===== config.mk =====
export PLATFORM = sky130hd
export DESIGN_NAME = flash_exerciser
export DESIGN_NICKNAME = d
export VERILOG_FILES = /design/src/rtl/flash_pkg.sv /design/src/rtl/flash_exerciser_pattern_gen.sv /design/src/rtl/flash_exerciser.sv
export SDC_FILE = /design/constraint.sdc
export NUM_CORES = 1
export LEC_CHECK = 0
export ABC_AREA = 1
export BUFFER_PORTS_ARGS = -buffer_cell sky130_fd_sc_hd__buf_2
export CORE_MARGIN = 2
export CORE_UTILIZATION = 30
export CTS_CLUSTER_DIAMETER = 30
export DETAILED_ROUTE_END_ITERATION = 8
export PLACE_DENSITY_LB_ADDON = 0.3
export SETUP_SLACK_MARGIN = 0.1
export SYNTH_ARGS = -nofsm -noshare
export SYNTH_HDL_FRONTEND = slang
export SYNTH_SLANG_ARGS = --single-unit

===== constraint.sdc =====
create_clock -name clk -period 3.2 [get_ports clk]
set_input_delay 0.48 -clock clk [delete_from_list [all_inputs] [get_ports clk]]
set_output_delay 0.48 -clock clk [all_outputs]
set_load 0.01 [all_outputs]

===== src/rtl/flash_pkg.sv =====
// rtl/flash_pkg.sv - shared types and constants for the flash write/verify exerciser
package flash_pkg;

    typedef enum logic [2:0] {
        ST_IDLE,
        ST_WR_REQ,
        ST_WR_WAIT,
        ST_RD_INIT,
        ST_RD_REQ,
        ST_RD_WAIT,
        ST_CHECK,
        ST_FINISH
    } state_t;

    localparam logic [1:0] MODE_WR_VERIFY = 2'b00;
    localparam logic [1:0] MODE_VERIFY    = 2'b01;
    localparam logic [1:0] MODE_WRITE     = 2'b10;
    localparam logic [1:0] MODE_RSVD      = 2'b11;

    // Right-shifting Galois feedback masks for maximal-length sequences
    function automatic logic [63:0] lfsr_taps(input int width);
        case (width)
            8:       return 64'h0000_0000_0000_00B8;
            16:      return 64'h0000_0000_0000_B400;
            24:      return 64'h0000_0000_00E1_0000;
            32:      return 64'h0000_0000_A300_0000;
            64:      return 64'hD800_0000_0000_0000;
            default: return 64'h0000_0000_A300_0000;
        endcase
    endfunction

    function automatic int word_bytes(input int data_w);
        return data_w / 8;
    endfunction

endpackage


===== src/rtl/flash_exerciser_pattern_gen.sv =====
// rtl/flash_exerciser_pattern_gen.sv - Galois LFSR pattern source with load and zero-seed fixup
module flash_pattern_gen
    import flash_pkg::*;
#(
    parameter int DATA_W = 32
) (
    input  logic              clk,
    input  logic              reset_n,
    input  logic              load,
    input  logic              advance,
    input  logic [DATA_W-1:0] seed,
    output logic [DATA_W-1:0] pattern,
    output logic [DATA_W-1:0] pattern_next
);

    localparam logic [DATA_W-1:0] TAPS = DATA_W'(lfsr_taps(DATA_W));

    // pattern_next lets the caller register the value the LFSR holds after this edge
    always_comb begin
        pattern_next = pattern;
        if (load) begin
            pattern_next = (seed == '0) ? '1 : seed;
        end else if (advance) begin
            pattern_next = (pattern >> 1) ^ (pattern[0] ? TAPS : '0);
        end
    end

    always_ff @(posedge clk) begin
        if (!reset_n) begin
            pattern <= '1;
        end else begin
            pattern <= pattern_next;
        end
    end

endmodule


===== src/rtl/flash_exerciser.sv =====
// rtl/flash_exerciser.sv - write/verify traffic sequencer for the SPI flash controller
module flash_exerciser
    import flash_pkg::*;
#(
    parameter int ADDR_W      = 24,
    parameter int DATA_W      = 32,
    parameter int CNT_W       = 22,
    parameter int TIMEOUT_CYC = 2**20,
    parameter int ERR_W       = 16
) (
    input  logic              clk,
    input  logic              reset_n,
    input  logic              start,
    input  logic [1:0]        mode,
    input  logic              halt_on_err,
    input  logic [ADDR_W-1:0] base_addr,
    input  logic [CNT_W-1:0]  num_words,
    input  logic [DATA_W-1:0] seed,
    output logic              cmd_valid,
    input  logic              cmd_ready,
    output logic              cmd_write,
    output logic [ADDR_W-1:0] cmd_addr,
    output logic [DATA_W-1:0] cmd_wdata,
    input  logic              rsp_valid,
    input  logic [DATA_W-1:0] rsp_rdata,
    output logic              busy,
    output logic              done,
    output logic              pass,
    output logic              timeout,
    output logic [ERR_W-1:0]  err_count,
    output logic [ADDR_W-1:0] first_fail_addr,
    output logic [CNT_W-1:0]  word_idx
);

    localparam int WB    = word_bytes(DATA_W);
    localparam int TMR_W = $clog2(TIMEOUT_CYC + 1);

    state_t            state;
    logic [1:0]        mode_q;
    logic              halt_q;
    logic [ADDR_W-1:0] base_q;
    logic [CNT_W-1:0]  num_q;
    logic [DATA_W-1:0] seed_q;
    logic [DATA_W-1:0] rdata_q;
    logic [TMR_W-1:0]  timer;
    logic              fail_seen;

    logic [DATA_W-1:0] pattern;
    logic [DATA_W-1:0] pattern_next;
    logic              pat_load;
    logic              pat_adv;
    logic [DATA_W-1:0] pat_seed;

    logic [ADDR_W-1:0] base_al;
    logic              last_word;
    logic              expired;
    logic              mismatch;

    assign base_al   = base_addr & ~ADDR_W'(WB - 1);
    assign last_word = (word_idx + CNT_W'(1)) == num_q;
    assign expired   = timer == TMR_W'(TIMEOUT_CYC - 1);
    assign mismatch  = rdata_q != pattern;

    assign pat_load = (state == ST_IDLE && start) || state == ST_RD_INIT;
    assign pat_adv  = (state == ST_WR_WAIT && rsp_valid) || state == ST_CHECK;
    assign pat_seed = (state == ST_IDLE) ? seed : seed_q;

    flash_pattern_gen #(.DATA_W(DATA_W)) u_pattern (
        .clk          (clk),
        .reset_n      (reset_n),
        .load         (pat_load),
        .advance      (pat_adv),
        .seed         (pat_seed),
        .pattern      (pattern),
        .pattern_next (pattern_next)
    );

    always_ff @(posedge clk) begin
        if (!reset_n) begin
            state           <= ST_IDLE;
            mode_q          <= '0;
            halt_q          <= 1'b0;
            base_q          <= '0;
            num_q           <= '0;
            seed_q          <= '0;
            rdata_q         <= '0;
            timer           <= '0;
            fail_seen       <= 1'b0;
            cmd_valid       <= 1'b0;
            cmd_write       <= 1'b0;
            cmd_addr        <= '0;
            cmd_wdata       <= '0;
            busy            <= 1'b0;
            done            <= 1'b0;
            pass            <= 1'b0;
            timeout         <= 1'b0;
            err_count       <= '0;
            first_fail_addr <= '0;
            word_idx        <= '0;
        end else begin
            case (state)
                ST_IDLE: begin
                    if (start) begin
                        busy            <= 1'b1;
                        done            <= 1'b0;
                        pass            <= 1'b0;
                        timeout         <= 1'b0;
                        err_count       <= '0;
                        first_fail_addr <= '0;
                        word_idx        <= '0;
                        fail_seen       <= 1'b0;
                        mode_q          <= mode;
                        halt_q          <= halt_on_err;
                        base_q          <= base_al;
                        num_q           <= num_words;
                        seed_q          <= seed;
                        cmd_addr        <= base_al;
                        if (num_words == '0) begin
                            state <= ST_FINISH;
                        end else if (mode == MODE_WR_VERIFY || mode == MODE_WRITE) begin
                            state     <= ST_WR_REQ;
                            cmd_valid <= 1'b1;
                            cmd_write <= 1'b1;
                            cmd_wdata <= pattern_next;
                        end else begin
                            state <= ST_RD_INIT;
                        end
                    end
                end
                ST_WR_REQ, ST_RD_REQ: begin
                    if (cmd_ready) begin
                        cmd_valid <= 1'b0;
                        timer     <= '0;
                        state     <= (state == ST_WR_REQ) ? ST_WR_WAIT : ST_RD_WAIT;
                    end
                end
                ST_WR_WAIT, ST_RD_WAIT: begin
                    if (rsp_valid) begin
                        if (state == ST_RD_WAIT) begin
                            rdata_q <= rsp_rdata;
                            state   <= ST_CHECK;
                        end else begin
                            word_idx <= word_idx + CNT_W'(1);
                            if (last_word) begin
                                state <= (mode_q == MODE_WR_VERIFY) ? ST_RD_INIT : ST_FINISH;
                            end else begin
                                state     <= ST_WR_REQ;
                                cmd_valid <= 1'b1;
                                cmd_addr  <= cmd_addr + ADDR_W'(WB);
                                cmd_wdata <= pattern_next;
                            end
                        end
                    end else if (expired) begin
                        timeout <= 1'b1;
                        state   <= ST_FINISH;
                        if (!fail_seen) begin
                            first_fail_addr <= cmd_addr;
                            fail_seen       <= 1'b1;
                        end
                    end else begin
                        timer <= timer + TMR_W'(1);
                    end
                end
                ST_RD_INIT: begin
                    word_idx  <= '0;
                    cmd_addr  <= base_q;
                    cmd_valid <= 1'b1;
                    cmd_write <= 1'b0;
                    state     <= ST_RD_REQ;
                end
                ST_CHECK: begin
                    if (mismatch) begin
                        if (err_count != '1) begin
                            err_count <= err_count + ERR_W'(1);
                        end
                        if (!fail_seen) begin
                            first_fail_addr <= cmd_addr;
                            fail_seen       <= 1'b1;
                        end
                    end
                    word_idx <= word_idx + CNT_W'(1);
                    if ((halt_q && mismatch) || last_word) begin
                        state <= ST_FINISH;
                    end else begin
                        state     <= ST_RD_REQ;
                        cmd_valid <= 1'b1;
                        cmd_addr  <= cmd_addr + ADDR_W'(WB);
                    end
                end
                ST_FINISH: begin
                    busy  <= 1'b0;
                    done  <= 1'b1;
                    pass  <= (err_count == '0) && !timeout;
                    state <= ST_IDLE;
                end
                default: state <= ST_IDLE;
            endcase
        end
    end

endmodule

## Word level (Yosys, flattened, before mapping)

Cells that the tools add are included.

- Input bits: 118
- Flip-flop bits (word level): 292
- Logic and storage cells: 158
- Output and inout bits: 124

- Multiplexer cells: 68
- Bitwise operators: 1
- $add $sub $neg: 4
- Reduce and logical (&&, ||, !) cells: 38
- Equal/unequal tests: 26

Operators by type and width:

| kind | number |
|---|---|
| 2-to-1 mux 32 bit | 11 |
| 2-to-1 mux 24 bit | 10 |
| one-hot mux 24 bit (4 select lines) | 1 |
| one-hot mux 22 bit (4 select lines) | 1 |
| one-hot mux 24 bit (3 select lines) | 1 |
| 2-to-1 mux 22 bit | 3 |
| one-hot mux 32 bit (2 select lines) | 1 |
| 2-to-1 mux 21 bit | 3 |
| 2-to-1 mux 16 bit | 3 |
| one-hot mux 21 bit (2 select lines) | 1 |
| logical NOT 32 bit | 1 |
| inequality test 32 bit | 1 |
| one-hot mux 16 bit (2 select lines) | 1 |
| bitwise XOR 31 x 32 -> 32 bit | 1 |
| 2-to-1 mux 3 bit | 9 |
| adder 24 x 3 -> 24 bit, second input constant | 1 |
| adder 22 x 1 -> 22 bit, second input constant | 1 |
| == test 22 bit | 1 |
| logical NOT 22 bit | 1 |
| inequality test 2 bit, second input constant | 11 |
| adder 21 x 1 -> 21 bit, second input constant | 1 |
| == test 21 x 20 -> 1 bit, second input constant | 1 |
| AND reduction 4 bit | 5 |
| one-hot mux 3 bit (6 select lines) | 1 |
| 30 further kinds | 66 |

## Logic depth before layout (Yosys ltp)

Gate-level depths: netlist of the first run.

- Depth in word-level cells: 9
- Gate-level depth with buffers: 21
- Depth with buffers taken out: 20

## Modules after synthesis

From an unflattened synthesis of the first run, not the netlist that was laid out.

- Cells, all modules: 2230
- Area, all modules: 14840.5 um^2

By module, submodules not included:

| module | sequential area each (um^2) | cells an instance | area an instance (um^2) | instances |
|---|---|---|---|---|
| flash_exerciser | 5124.9 | 1913 | 12818.5 | 1 |
| flash_pattern_gen | 640.6 | 317 | 2021.9 | 1 |

## Worst setup path after synthesis of the first run

OpenSTA, ideal clock, no wires.

- Path type: register to register
- Start point: reg word_idx[0]
- End point: reg cmd_addr[15]
- Stages on the path, launching flop included: 21
- Setup slack: 0.835 ns
- Required time: 3.090 ns
- Arrival time: 2.255 ns
- Path buffers: 2
- Period minus slack after synthesis: 2.365 ns
- Setup time: 0.110 ns
- Cell sequence: dfxtp_1 -> ha_1 -> nand2_2 -> nor2_2 -> buf_6 -> nand2_4 -> nor2_1 -> nand2_1 -> nand3_1 -> nand2_1 -> nor2_1 -> nand2_1 -> nor2_2 -> nand3_2 -> nand2_1 -> inv_2 -> nand3_4 -> buf_4 -> nand2_1 -> inv_1 -> nor2_1

- Cells in the longest elaborated chain, start to end: 5
- Elaborated cells on any way between the ends: 6
- Classes of those cells: add/sub (1); eq/ne (3); reduce/logical (2)

RTL lines:

| item | RTL line | text |
|---|---|---|
| start, declared | flash_exerciser.sv:32 | `output logic [CNT_W-1:0] word_idx` |
| start signal, assigned | flash_exerciser.sv:143 | `word_idx <= word_idx + CNT_W'(1);` |
| start signal, assigned | flash_exerciser.sv:181 | `word_idx <= word_idx + CNT_W'(1);` |
| adder 22 x 1 -> 22 bit * | flash_exerciser.sv:60 | `assign last_word = (word_idx + CNT_W'(1)) == num_q;` |
| == test 22 bit * | flash_exerciser.sv:60 |  |
| logical OR 1 bit | flash_exerciser.sv:182 | `if ((halt_q && mismatch) \|\| last_word) begin` |
| inequality test 2 bit (no source line) | -- |  |
| AND reduction 6 bit (no source line) * | -- |  |
| end signal, assigned | flash_exerciser.sv:117 | `cmd_addr <= base_al;` |
| end signal, assigned | flash_exerciser.sv:166 | `cmd_addr <= base_q;` |
| end signal, assigned | flash_exerciser.sv:187 | `cmd_addr <= cmd_addr + ADDR_W'(WB);` |
| end, declared | flash_exerciser.sv:22 | `output logic [ADDR_W-1:0] cmd_addr,` |

Mark *: on every way between the ends. The rest lies on a longest branch, timed or not.
A chain may end at the register's enable or synchronous reset.

## Final worst setup path of the first run

- Start point: reg word_idx[1]
- End point: reg cmd_wdata[16]

- Cells in the longest elaborated chain, start to end: 4

RTL lines:

| item | RTL line | text |
|---|---|---|
| adder 22 x 1 -> 22 bit | flash_exerciser.sv:60 |  |
| == test 22 bit | flash_exerciser.sv:60 |  |
| inequality test 2 bit (no source line) | -- |  |
| AND reduction 7 bit (no source line) | -- |  |
| end signal, assigned | flash_exerciser.sv:124 | `cmd_wdata <= pattern_next;` |
| end signal, assigned | flash_exerciser.sv:150 | `cmd_wdata <= pattern_next;` |
| end, declared | flash_exerciser.sv:23 | `output logic [DATA_W-1:0] cmd_wdata,` |

No other way between the ends.

==> impl_metrics.ini, run 1 <==
[worst_hold_path]
holdCritPathClass = input port to register
min_path_cells = 3

[worst_setup_path]
cp_top_family = simple AND/OR/NAND/NOR gates
critPathCapture = cmd_wdata[16]
startpoint = word_idx[1]
critPathBufInv = 3
path_class = register to register
rrSetupSlack_ps = 360
arrival_ps = 3360
worstSetupEndpointType = register
worstReg2RegEnd = cmd_wdata[16]
r2r-start = word_idx[1]
cp.depth = 15
r2r.worst_path.cells = 15
critPathLaunchType = register
path_cells = ha_2 > nand2_2 > nor2_2 > buf_6 > nand3_1 > nor2_1 > xnor3_1 > nand2_1 > nor2_4 > nand3_2 > nand2_1 > inv_2 > buf_6 > nand4_1 > a21oi_1
cp.required_ps = 3710
critical_path.max_stage_delay_ps = 350
cp_slowest_cell = dfxtp_2
cp_max_fo = 33

[job]
maxCapViolCount = 0

[finish]
regArea_mm2 = 0.00577
multi_input_area_mm2 = 0.00755
nets = 2538
synthToLayoutAreaGrowth_pct = 33.0
fill_cells = 4939
utilization = 0.407
fin_cells = 3102
drive_gt1_frac = 0.190

[clock_tree]
cts_tree = yes
hold_buffers = 0
htree_levels = 3
clk_pin_slew_ps = 50
clock_latency_ps = 610
cts_buffers = 85
clockBufferDepth = 3
cts.sinks = 288
cts_root_buffer = clkbuf_16
cts_setup_buffers = 0
cts_resized = 0

[timing]
skew_ps = 23.0
min_period_ps = 2840
max-slew-margin-rel = 0.481
worst_pin_slew_ps = 776
hold_viol_final = 0
setup_viol = 0
finalCritPeriodShare = 0.889
rsz0062_at_grt = false
final_max_slew_viol_count = 0
fmax_mhz = 352
finalSetupTns_ps = 0

[yosys]
synth_seq_area_share = 0.393
ys.flop_type = dfxtp_1
synth-edff-count = 0
synth.most_common_cell = nand2_1
async_flop_share = 0
syn_avg_cell_area_um2 = 6.74
synth_cells = 2175
yosysTopAreaCellShare = 0.393
syn_area_mm2 = 0.0147
yosys.area.top_type = dfxtp_1
synth_common_cells = nand2_1, dfxtp_1, inv_1
ys_ff_latch = 288
synth_cell_type_count = 53
ys.warnings.count = 0
synth_area_leaders = dfxtp_1, nand2_1, nand3_1

[floorplan]
start_util = 0.306
pin_count = 242
dieWidth_um = 225
die_h_um = 225
dieArea_mm2 = 0.0506
coreArea_mm2 = 0.0479
placementRows = 80

[placed_design]
port_buffers = 235
hpwlAfterDp_um = 37000
placedCellCount = 2942
gp_congestion = 0.885

[routing]
drtIter0Drc = 1243
wire_per_inst_um = 16.9
viasPerCell = 5.05
drcViolationCount = 0
drt-pass1-iter-count = 6
via_count = 15700
ant_nets = 0
totalWireLength_um = 52500

[global_routing]
grt_remaining_overflow = 0
grt_max_degree = 64
grt_pass1_vias = 14700
gr-usage-all-layers = 0.203
antenna_found_initial = 13
grt_first_pass_wirelength_um = 81000

[pwr]
p_leak_nw = 8.45
vdd_ir_drop_max_uv = 513
power.density_mw_per_mm2 = 1040
power_mw = 20.2

[status]
status = finished, final reports clean
-- final cells by class --
class                   instances  area share
well taps                     615      0.0395
repair buffers                267      0.0755
clock buffers                 115       0.124
clock inverters                40      0.0329
flip-flops and latches        288       0.296
inverters                     227      0.0440
multi-input cells            1546       0.388
diodes                          4    0.000514
-- where the power goes --
group	total (mW)	switching, mW	internal, mW
Sequential	4.97	0.632	4.34
Clock	8.88	2.51	6.37
Combinational	6.39	4.35	2.04
-- worst min path at each step --
stage          startpoint         end  slack [ps]
2_1_floorplan   mode_q[0]   mode_q[0]         420
3_3_place_gp   base_q[11]  base_q[11]         440
3_5_place_dp   base_q[11]  base_q[11]         440
4_1_cts          seed[26]  seed_q[26]          80
5_1_grt          seed[26]  seed_q[26]         100
6_report         seed[26]  seed_q[26]         110
-- kinds of logic (layout without fill, tap and decap cells) --
family          after synthesis  after routing  share of synthesized area
flops                       288            288                      0.393
mux                           2              2                    0.00137
compound gates              391            391                      0.148
other cells                   1              8                   0.000256
simple gates               1098           1099                      0.330
buf+inv                     345            649                     0.0953
fa+ha+maj                     5              5                    0.00427
xor+xnor                     45             45                     0.0278
-- state kept, by name, indices dropped and copies added, names as in the netlist, 21 cells and up --
name	count
base_q	22
cmd_addr	22
cmd_wdata	32
first_fail_addr	22
num_q	22
rdata_q	32
seed_q	32
timer	21
u_pattern.pattern	32
word_idx	22
-- layer usage --
layer,share of wire,vias up,global-route usage
met5,0.0024,-,0
met4,0.027,18,0.0714
met3,0.083,128,0.0615
met2,0.43,535,0.298
met1,0.46,7265,0.279
li1,-,7704,-
-- cell usage in the layout (no fill, tap or decap), types with 8 or more instances in the layout --
master / Yosys / final
nand2_1: 557 / 555
dfxtp_1: 288 / 287
buf_2: 24 / 234
inv_1: 216 / 215
nand3_1: 211 / 211
a21oi_1: 190 / 190
nor2_1: 163 / 162
o21ai_0: 127 / 127
clkbuf_16: 0 / 85
nand4_1: 81 / 81
nor3_1: 38 / 38
buf_4: 7 / 27
xor2_1: 23 / 23
xnor2_1: 21 / 21
clkbuf_8: 0 / 18
bufinv_16: 0 / 14
o211ai_1: 13 / 13
clkbuf_1: 72 / 12
clkinv_2: 0 / 11
nand2_2: 9 / 10
inv_2: 10 / 9
nor2_2: 9 / 9
a221oi_1: 9 / 9
a211oi_1: 8 / 8
-- through the flow --
step / cell area [um^2] / hold slack, ps / worst slack (ps)
floorplan: 14700 / 420 / 835
global placement: 16400 / 436 / 274
detailed placement: 16400 / 444 / 185
CTS: 19400 / 82.2 / 130
global route: 19500 / 96.3 / 109
finish: 19500 / 113 / 355
-- worst register-to-register path: stages (launching register included) --
cell,delay (ps)
dfxtp_2,350
ha_2,210
nand2_2,80
nor2_2,120
buf_6,170
nand3_1,110
nor2_1,210
xnor3_1,250
nand2_1,140
nor2_4,80
nand3_2,80
nand2_1,60
inv_2,230
buf_6,330
nand4_1,190
a21oi_1,160
(Power assumes the default switching activity.)
==> inputs of run 2 (changes only) <==
Clock period 3.2 ns to 2.5 ns, I/O delays scaled along.
==> run 2 against run 1 <==
Compared with the run above:
- the run now ends with setup timing left
- via count grew 4.8%
- global-route usage up 0.68 points
- wire length up 4.8%
- clock skew decreased by 4.6 ps
==> impl_metrics.ini, run 2 (synthesized netlist as in run 1, its figures left out) <==
[worst_setup_path]
worstSetupEndpointType = register
critPathBufInv = 6
path_cells = ha_4 > nand2_2 > nor2_2 > buf_6 > buf_4 > buf_6 > nand4_1 > nand2_1 > nand2_2 > nand3_1 > nor2_1 > nand2_1 > nor2_4 > nand3_2 > nand2_2 > inv_6 > nand2_8 > buf_6 > buf_16 > nand2_1 > a21oi_1
cp_slowest_cell = dfxtp_4
cp_max_fo = 11
arrival_ps = 3140
critPathLaunchType = register
startpoint = word_idx[0]
worstReg2RegEnd = cmd_wdata[11]
cp_top_family = simple AND/OR/NAND/NOR gates
r2r.worst_path.cells = 21
path_class = register to register
critical_path.max_stage_delay_ps = 350
rrSetupSlack_ps = -100
cp.depth = 21
critPathCapture = cmd_wdata[11]
r2r-start = word_idx[0]
cp.required_ps = 3030

[global_routing]
grt_first_pass_wirelength_um = 83700
antenna_found_initial = 13
grt_max_degree = 64
gr-usage-all-layers = 0.209
grt_pass1_vias = 15200
grt_remaining_overflow = 0

[routing]
drcViolationCount = 0
drtIter0Drc = 1131
via_count = 16400
dr.max_layer_used = met5
wl_met3_um = 4340
totalWireLength_um = 55000
wl_met2_um = 23900
wl_met1_um = 25100
drt-pass1-iter-count = 8
wire_per_inst_um = 16.9
ant_nets = 0
viasPerCell = 5.04

[floorplan]
die_h_um = 225
dieArea_mm2 = 0.0506
pin_count = 242
dieWidth_um = 225
placementRows = 80
start_util = 0.306
coreArea_mm2 = 0.0479

[timing]
holdWs_ps = 21.8
hold_viol_final = 0
fmax_mhz = 384
rsz0062_at_grt = true
final_max_slew_viol_count = 0
min_period_ps = 2600
postLayoutSetupSlackWorst_ps = -103
finalCritPeriodShare = 1.04
setup_viol = 55
finalSetupTns_ps = -3470
skew_ps = 18.4
max-slew-margin-rel = 0.488
worst_pin_slew_ps = 768

[finish]
final_area_mm2 = 0.0214
layout_commonest_cell = nand2_1
nets = 2690
drive_gt1_frac = 0.283
regArea_mm2 = 0.00579
utilization = 0.446
final_cell_mix = nand2_1, dfxtp_1, buf_2
fill_cells = 4780
multi_input_area_mm2 = 0.00808
synthToLayoutAreaGrowth_pct = 45.8

[clock_tree]
cts_root_buffer = clkbuf_16
cts.sinks = 288
htree_levels = 3
clock_latency_ps = 610
cts_tree = yes
cts_buffers = 83
clockBufferDepth = 3
clk_pin_slew_ps = 50

[placed_design]
hpwlAfterDp_um = 38500
gp_congestion = 0.879
place_area_mm2 = 0.0173
port_buffers = 235

[pwr]
switching_power_mw = 10.3
power.density_mw_per_mm2 = 1290
combPwrFrac = 0.379
p_int_mw = 17.3
power_frac_seq = 0.229
p_leak_nw = 9.37
power_mw = 27.6
p_sw_frac = 0.374
vdd_ir_drop_max_uv = 516
clkPwrFrac = 0.393

[status]
status = complete, but fails checks
violations = setup timing

[worst_hold_path]
holdCritPathClass = input port to register
min_path_cells = 3

[job]
maxCapViolCount = 0
run 2: power by group through the flow:
| stage | Sequential (mW) | Combinational [mW] | Clock (mW) |
|---|---|---|---|
| after floorplan | 6.30 | 5.53 | 0 |
| final | 6.31 | 10.4 | 10.8 |
| after global placement | 6.30 | 8.85 | 0 |
| after detailed placement | 6.32 | 8.91 | 0 |
| after CTS | 6.27 | 9.74 | 11.0 |
| after global routing | 6.40 | 11.5 | 11.3 |
run 2: worst min path at each step:
stage | from | end | slack, ps
after floorplan | mode_q[0] | mode_q[0] | 420
after global placement | base_q[11] | base_q[11] | 440
after detailed placement | cmd_valid | cmd_valid | 440
after CTS | seed[26] | seed_q[26] | 3
after global routing | base_addr[19] | base_q[19] | 30
final | seed[3] | seed_q[3] | 20
run 2: final cells by class:
type	instances	area share
clock buffers	109	0.106
diodes	6	0.000703
flip-flops and latches	288	0.271
clock inverters	44	0.0291
repair buffers	421	0.137
repair inverters	1	0.000351
multi-input cells	1545	0.378
inverters	227	0.0409
well taps	615	0.0360
run 2: metal layers:
metal / vias to the layer above / track usage
met3: 119 / 0.0520
met4: 12 / 0.0861
met5: - / 0
met2: 578 / 0.314
li1: 8022 / -
met1: 7678 / 0.286
run 2: tightest hold or removal path, cell delays in order:
cell     delay [ps]
buf_2            90
nand3_1          60
o21ai_0          60
run 2: metrics by stage:
step           std cells  setup WS, ps
3_3_place_gp        3059          -103
6_report            3256          -103
4_1_cts             3233         -69.5
5_1_grt             3254          -250
2_1_floorplan       2178           135
3_5_place_dp        3059          -169
run 2: what timing repair did:
item	4_1_cts	5_1_grt
endpoints found under the setup margin	78	132
pin swaps	30	32
resized for setup	75	137
hold buffers	6	0
setup buffers	12	15
cloned	3	2
hold endpoints to repair	6	0
